<file path="src/rtl/dec_scan_pkg.sv">
// dec_scan_pkg: shared mode encodings and decode helpers for dec_scan_nx.
package dec_scan_pkg;
  localparam logic MODE_DIRECT = 1'b0;
  localparam logic MODE_SCAN = 1'b1;
  function automatic int num_out(input int sel_w);
    return 1 << sel_w;
  endfunction
  // Out-of-range indices decode to all zeros rather than aliasing.
  function automatic logic [63:0] onehot(input int index, input int width);
    return (index < width) ? 64'(1) << index : '0;
  endfunction
endpackage

</file>
<file path="src/rtl/dec_dwell_timer.sv">
// dec_dwell_timer: counts 0..DWELL-1 while run is high and pulses tc on the terminal count.
module dec_dwell_timer #(
  parameter int DWELL = 4
) (
  input  logic clk,
  input  logic rst,
  input  logic run,
  input  logic clear,
  output logic tc
);
  localparam int CW = DWELL > 1 ? $clog2(DWELL) : 1;
  logic [CW-1:0] cnt_q, cnt_d;
  always_comb begin
    tc = run && cnt_q == CW'(DWELL - 1);
    cnt_d = clear ? '0 : !run ? cnt_q : tc ? '0 : cnt_q + 1'b1;
  end
  always_ff @(posedge clk or posedge rst)
    if (rst) cnt_q <= '0;
    else cnt_q <= cnt_d;
endmodule

</file>
<file path="src/rtl/dec_scan_nx.sv">
// dec_scan_nx: registered N-to-2^N one-hot decoder with direct select and timed scan modes.
// Define DEC_SCAN_ACTIVE_LOW_EN to drive D inverted (one bit low, idle all ones).
module dec_scan_nx
  import dec_scan_pkg::*;
#(
  parameter int SEL_W = 2,
  parameter int DWELL = 4
) (
  input  logic                      clk,
  input  logic                      rst,
  input  logic                      en,
  input  logic                      mode,
  input  logic                      sel_valid,
  input  logic [SEL_W-1:0]          sel,
  output logic [num_out(SEL_W)-1:0] D,
  output logic [SEL_W-1:0]          idx,
  output logic                      step,
  output logic                      wrap
);
  localparam int NOUT = num_out(SEL_W);
`ifdef DEC_SCAN_ACTIVE_LOW_EN
  localparam logic [NOUT-1:0] OFF = '1;
`else
  localparam logic [NOUT-1:0] OFF = '0;
`endif
  logic tc, load, adv, step_d, wrap_d, step_q, wrap_q;
  logic [SEL_W-1:0] idx_d, idx_q;
  logic [NOUT-1:0] d_d, d_q;
  // Direct mode keeps the timer cleared so a later switch to scan dwells a full period first.
  dec_dwell_timer #(.DWELL(DWELL)) u_timer (
    .clk   (clk),
    .rst   (rst),
    .run   (en && mode == MODE_SCAN),
    .clear (en && mode == MODE_DIRECT),
    .tc    (tc)
  );
  always_comb begin
    load = en && mode == MODE_DIRECT && sel_valid;
    adv = en && mode == MODE_SCAN && tc;
    idx_d = load ? sel : adv ? idx_q + 1'b1 : idx_q;
    step_d = load || adv;
    wrap_d = adv && idx_q == '1;
    d_d = en ? NOUT'(onehot(int'(idx_d), NOUT)) ^ OFF : OFF;
  end
  always_ff @(posedge clk or posedge rst)
    if (rst) begin
      idx_q <= '0;
      d_q <= OFF;
      step_q <= 1'b0;
      wrap_q <= 1'b0;
    end else begin
      idx_q <= idx_d;
      d_q <= d_d;
      step_q <= step_d;
      wrap_q <= wrap_d;
    end
  assign D = d_q;
  assign idx = idx_q;
  assign step = step_q;
  assign wrap = wrap_q;
endmodule

</file>
<file path="config.mk">
export PLATFORM = sky130hd
export DESIGN_NAME = dec_scan_nx
export DESIGN_NICKNAME = d
export VERILOG_FILES = /design/src/rtl/dec_scan_pkg.sv /design/src/rtl/dec_dwell_timer.sv /design/src/rtl/dec_scan_nx.sv
export SDC_FILE = /design/constraint.sdc
export NUM_CORES = 1
export LEC_CHECK = 0
export CAP_MARGIN = 20
export CORE_AREA = 2 2 39 41
export DETAILED_ROUTE_END_ITERATION = 10
export DIE_AREA = 0 0 41 43
export PLACE_DENSITY = 0.79
export SETUP_SLACK_MARGIN = 0.5
export SLEW_MARGIN = 20
export SYNTH_ARGS = -nofsm -noshare
export SYNTH_HDL_FRONTEND = slang
export SYNTH_SLANG_ARGS = --single-unit
</file>
<file path="constraint.sdc">
create_clock -name clk -period 1.5 [get_ports clk]
set_input_delay 0.3 -clock clk [delete_from_list [all_inputs] [get_ports clk]]
set_output_delay 0.3 -clock clk [all_outputs]
set_load 0.01 [all_outputs]
</file>
==> flow_metrics.tcl, run 1 <==
set metrics [dict create \
    p_leak_uw 0.000435 \
    cp.depth 5 \
    areaGrowthSynthToFinish_pct 79.5 \
    nets 95 \
    fp.coreArea_sq_um 1380 \
    yosysTopAreaCellShare_pct 47.6 \
    cp-startpoint "idx[0]$_DFF_PP0_" \
    antenna_found_initial 0 \
    setup_ws_ns 0.200 \
    drive_above_1_share_pct 60.7 \
    netlist_top_cells_area "dfrtp_1 (48%), ha_1 (4.8%), nor3_1 (4.8%)" \
    yosys.area.top_type "dfrtp_1" \
    reg2reg_depth 5 \
    r2r_slack_ns 0.20 \
    die_y_um 43 \
    r2r_end "D[1]$_DFF_PP0_" \
    busiest_layer "met2" \
    crit_family "flip-flops" \
    vias_per_cell 5.16 \
    yosysMostFrequentCell "dfrtp_1" \
    power.total_uw 935 \
    initial_utilization_pct 38.0 \
    clk_latency_ns 0.27 \
    yosys_warnings 0 \
    grt_util_met2_pct 28.1 \
    cts_hold_buf 0 \
    hold_class "in -> async" \
    rsz0062_at_grt "true" \
    slew_viol_final 0 \
    peakVddDrop_mv 0.426 \
    grt_max_degree 11 \
    root_buffer "clkbuf_4" \
    cp_max_fo 2 \
    clk_pin_slew_worst_paths_ns 0.06 \
    setup_viol 0 \
    placedCellCount 82 \
    pwr-share-comb_pct 45.2 \
    rows 14 \
    place_congestion 0.766 \
    synth_seq_cells 10 \
    post-place-ws_ns -0.161 \
    critPathSlowestCell "dfrtp_2" \
    route.detailed.drc 0 \
    ant_nets 0 \
    worstPathRequired_ns 1.70 \
    endpoint "D[1]$_DFF_PP0_" \
    clkPwrFrac_pct 19.6 \
    p_per_area_nw_per_um2 991 \
    maxCapViolCount 0 \
    syn_avg_cell_area_sq_um 10.3 \
    grtUsageMet1_pct 22.3 \
    drt_iter0_drc 10 \
    clockBufferDepth 2 \
    cts_tree "done" \
    startpoint_type "flip-flop" \
    grt_pass1_vias 522 \
    hpwl_um 815 \
    placed_cell_area_sq_um 748 \
    crit_arrival_ns 1.50 \
    path_class "reg -> reg" \
    switching_share_pct 31.9 \
    grt_usage_pct 19.3 \
    dieArea_sq_um 1760 \
    design_area_sq_um 943 \
    timing.fmax_ghz 0.769 \
    syn-cell-area_sq_um 526 \
    clkSinkCount 10 \
    synth_cell_type_count 24 \
    seq_area_frac_synth_pct 47.6 \
    synth_nets 60 \
    worstMarginPinSlew_ns 0.422 \
    fin_setup_tns_ns 0 \
    first_pass_iters 4 \
    ios 15 \
    pwr-share-seq_pct 35.2 \
    intPower_uw 636 \
    status "finished clean" \
    syn_inst 51 \
    end_kind "flip-flop" \
    htree_num_levels 1 \
    path_buf_inv 1 \
    wl_per_cell_um 13.2 \
    vias 516 \
    cts_buffers 3 \
    finalCritPeriodShare_pct 86.7 \
    relSlewSlack_pct 71.7 \
    die_width_um 41 \
    port_buffers 14 \
    hold_viol_final 0 \
    r2r-start "idx[0]$_DFF_PP0_" \
    synth_enable_flop_cells 0 \
    async_flop_share_pct 100 \
    stdcell_count 100 \
    met3_usage_pct 6.28 \
    p_switching_uw 298 \
    diodes 0 \
    ys.flop_type "dfrtp_1" \
    max_stage_delay_ns 0.41 \
    overflow 0 \
    path_cells "buf_6 > ha_4 > nand2b_4 > o22a_1 > a21oi_2" \
    routed_wl_um 1320 \
    fin_worst_skew_ns 0.00476 \
    timing.final.crit_period_ns 1.30 \
    synth_common_cells "dfrtp_1 (10), nor3_1 (5), inv_1 (4)" \
    grt_pass1_wl_um 2190 \
]
-- cells by family (layout without fill, tap and decap cells) --
family,count (synthesis),after routing,synth area share (%)
simple gates,20,20,23.6
compound gates,12,12,15.5
flops,10,10,47.6
buf+inv,6,39,5.71
fa+ha+maj,2,2,4.76
mux,1,1,2.86
-- sequential cells by signal (all words and copies together), names as in the netlist --
register	count
D	4
u_timer.cnt_q	2
idx	2
wrap	1
step	1
-- metrics by stage --
stage	utilization, %	hold WS [ns]
final	68.2	0.307
after floorplan	-	0.140
after detailed placement	54.1	0.552
after global routing	68.2	0.343
after CTS	65.6	0.323
after global placement	54.1	0.546
-- area by class of cell --
type / instances / area, sq um
clock buffer: 3 / 22.5
fill: 107 / 440
inverter: 4 / 17.5
multi-input combinational: 35 / 363
sequential: 10 / 253
tap: 16 / 20.0
timing repair buffer: 32 / 268
-- metal layers --
metal	up-vias	part of all wire (%)
met5	-	0
met4	0	2.6
met3	4	3.6
met2	14	52
met1	242	41
li1	256	-
-- power by group through the flow --
stage | combinational (uW) | sequential (uW) | clock [uW]
floorplan | 147 | 359 | 0
global placement | 255 | 351 | 0
detailed placement | 262 | 353 | 0
CTS | 389 | 328 | 184
global route | 460 | 332 | 199
finish | 422 | 329 | 183
-- layout by cell type, fill, tap and decap left out, types with 2 or more instances in the layout --
cell type	n
a21oi_2	2
nor3_1	3
ha_4	2
nand3_1	3
nand2b_4	2
dfrtp_1	8
buf_4	13
nand3b_1	2
o21ai_0	2
clkdlybuf4s50_1	2
nor2_1	2
inv_1	3
dfrtp_2	2
clkbuf_4	3
o2111ai_4	2
buf_2	5
buf_6	9
-- worst min-delay path by stage --
stage / slack, ns / end / start
finish: 0.31 / wrap$_DFF_PP0_ / rst
floorplan: 0.14 / D[0]$_DFF_PP0_ / rst
global placement: 0.55 / u_timer.cnt_q[0]$_DFFE_PP0P_ / u_timer.cnt_q[0]$_DFFE_PP0P_
detailed placement: 0.55 / u_timer.cnt_q[0]$_DFFE_PP0P_ / u_timer.cnt_q[0]$_DFFE_PP0P_
CTS: 0.32 / wrap$_DFF_PP0_ / rst
global route: 0.34 / wrap$_DFF_PP0_ / rst
-- what timing repair did --
item                       in CTS  in global routing
setup endpoints to repair      18                 17
pin swaps                       5                  3
resized for setup              55                  9
setup buffers                  13                  2
Note: power is estimated with default switching activity, not from simulation.
==> inputs of run 2 (changes only) <==
--- a/config.mk
+++ b/config.mk
@@ -15,3 +15,4 @@
 export SYNTH_ARGS = -nofsm -noshare
 export SYNTH_HDL_FRONTEND = slang
 export SYNTH_SLANG_ARGS = --single-unit
+export TNS_END_PERCENT = 20
==> flow_metrics.tcl, run 2 (synthesized netlist as in run 1, its figures left out) <==
set metrics [dict create \
    status "finished clean" \
    path_buf_inv 0 \
    relSlewSlack_pct 72.0 \
    pwr-share-seq_pct 39.1 \
    clk_latency_ns 0.26 \
    hold_viol_final 0 \
    overflow 0 \
    intPower_uw 590 \
    fin_worst_skew_ns 0.000684 \
    grt_pass1_wl_um 1930 \
    placedCellCount 82 \
    finalCritPeriodShare_pct 86.3 \
    placed_cell_area_sq_um 724 \
    vias 485 \
    stdcell_count 92 \
    max_stage_delay_ns 0.41 \
    fp.coreArea_sq_um 1380 \
    crit_arrival_ns 1.44 \
    htree_num_levels 1 \
    end_kind "flip-flop" \
    startpoint_type "flip-flop" \
    place_congestion 0.805 \
    pwr-share-comb_pct 39.9 \
    wl_per_cell_um 13.2 \
    path_class "reg -> reg" \
    routed_wl_um 1210 \
    drt_iter0_drc 7 \
    grt_max_degree 11 \
    p_switching_uw 264 \
    grt_pass1_vias 456 \
    cts_hold_buf 0 \
    p_per_area_nw_per_um2 1010 \
    route.detailed.drc 0 \
    switching_share_pct 30.9 \
    crit_family "flip-flops" \
    setup_ws_ns 0.205 \
    port_buffers 14 \
    largest_reg_flops 4 \
    ant_nets 0 \
    clk_pin_slew_worst_paths_ns 0.06 \
    path_cells "ha_4 > mux2_4 > o2111ai_4 > nor3_1" \
    diodes 0 \
    first_pass_iters 4 \
    cp_max_fo 5 \
    root_buffer "clkbuf_4" \
    hold_class "in -> async" \
    rows 14 \
    p_leak_uw 0.000395 \
    setup_viol 0 \
    die_y_um 43 \
    final_cell_mix "dlygate4sd2_1 (9), dfrtp_1 (8), buf_4 (8)" \
    nets 87 \
    worstPathRequired_ns 1.65 \
    critPathSlowestCell "dfrtp_1" \
    grt_usage_pct 17.0 \
    clockBufferDepth 2 \
    rsz0062_at_grt "true" \
    maxCapViolCount 0 \
    worstMarginPinSlew_ns 0.416 \
    hpwl_um 776 \
    areaGrowthSynthToFinish_pct 61.2 \
    clkSinkCount 10 \
    timing.final.crit_period_ns 1.29 \
    die_width_um 41 \
    slew_viol_final 0 \
    post-place-ws_ns -0.156 \
    antenna_found_initial 0 \
    design_area_sq_um 847 \
    clkPwrFrac_pct 21.0 \
    cts_tree "done" \
    peakVddDrop_mv 0.521 \
    initial_utilization_pct 38.0 \
    vias_per_cell 5.27 \
    timing.fmax_ghz 0.772 \
    ios 15 \
    drive_above_1_share_pct 36.8 \
    final_common_cell "dlygate4sd2_1" \
    dieArea_sq_um 1760 \
    cts_buffers 3 \
]
==> run 2: power by group through the flow <==
stage | Combinational (uW) | Sequential [uW] | Clock (uW)
global placement | 241 | 347 | 0
global route | 371 | 337 | 191
finish | 341 | 334 | 179
floorplan | 135 | 356 | 0
detailed placement | 249 | 347 | 0
CTS | 328 | 334 | 182
==> run 2: routing by layer <==
layer  GRT usage [%]  vias up  share of wire, %
met3            1.57        4               5.0
li1                -      236                 -
met2            25.6       20                51
met5               0        -                 0
met1            19.3      225                40
met4            16.0        0               4.0
==> run 2: cell type report <==
cell class	instances	area (sq um)
clock buffer	3	22.5
fill	123	537
inverter	4	15.0
multi-input combinational	35	329
sequential	10	253
tap	16	20.0
timing repair buffer	24	208
==> run 2: repair_timing <==
item	in CTS	in global routing
resized for setup	26	1
pin swaps	3	1
setup buffers	6	1
setup endpoints to repair	18	16
cloned	0	0
==> run 2: worst paths after layout <==
path	startpoint	end	slack, ns	depth (start not counted)
setup / recovery	u_timer.cnt_q[1]$_DFFE_PP0P_	D[3]$_DFF_PP0_	0.21	4
hold / removal	rst	D[1]$_DFF_PP0_	0.31	2
setup reg to reg	u_timer.cnt_q[1]$_DFFE_PP0P_	D[3]$_DFF_PP0_	0.21	4
hold reg to reg	u_timer.cnt_q[1]$_DFFE_PP0P_	u_timer.cnt_q[1]$_DFFE_PP0P_	0.59	2
max in group asynchronous	rst	idx[1]$_DFF_PP0_	0.90	2
min in group clk	u_timer.cnt_q[1]$_DFFE_PP0P_	u_timer.cnt_q[1]$_DFFE_PP0P_	0.59	2
==> run 2: through the flow <==
step	hold slack (ns)	total power [uW]	TNS [ns]	utilization (%)
after floorplan	0.140	491	0	-
after global placement	0.502	588	-0.581	52.4
after detailed placement	0.510	596	-0.745	52.4
after CTS	0.322	844	0	60.4
after global routing	0.360	899	0	61.2
final	0.313	853	0	61.2
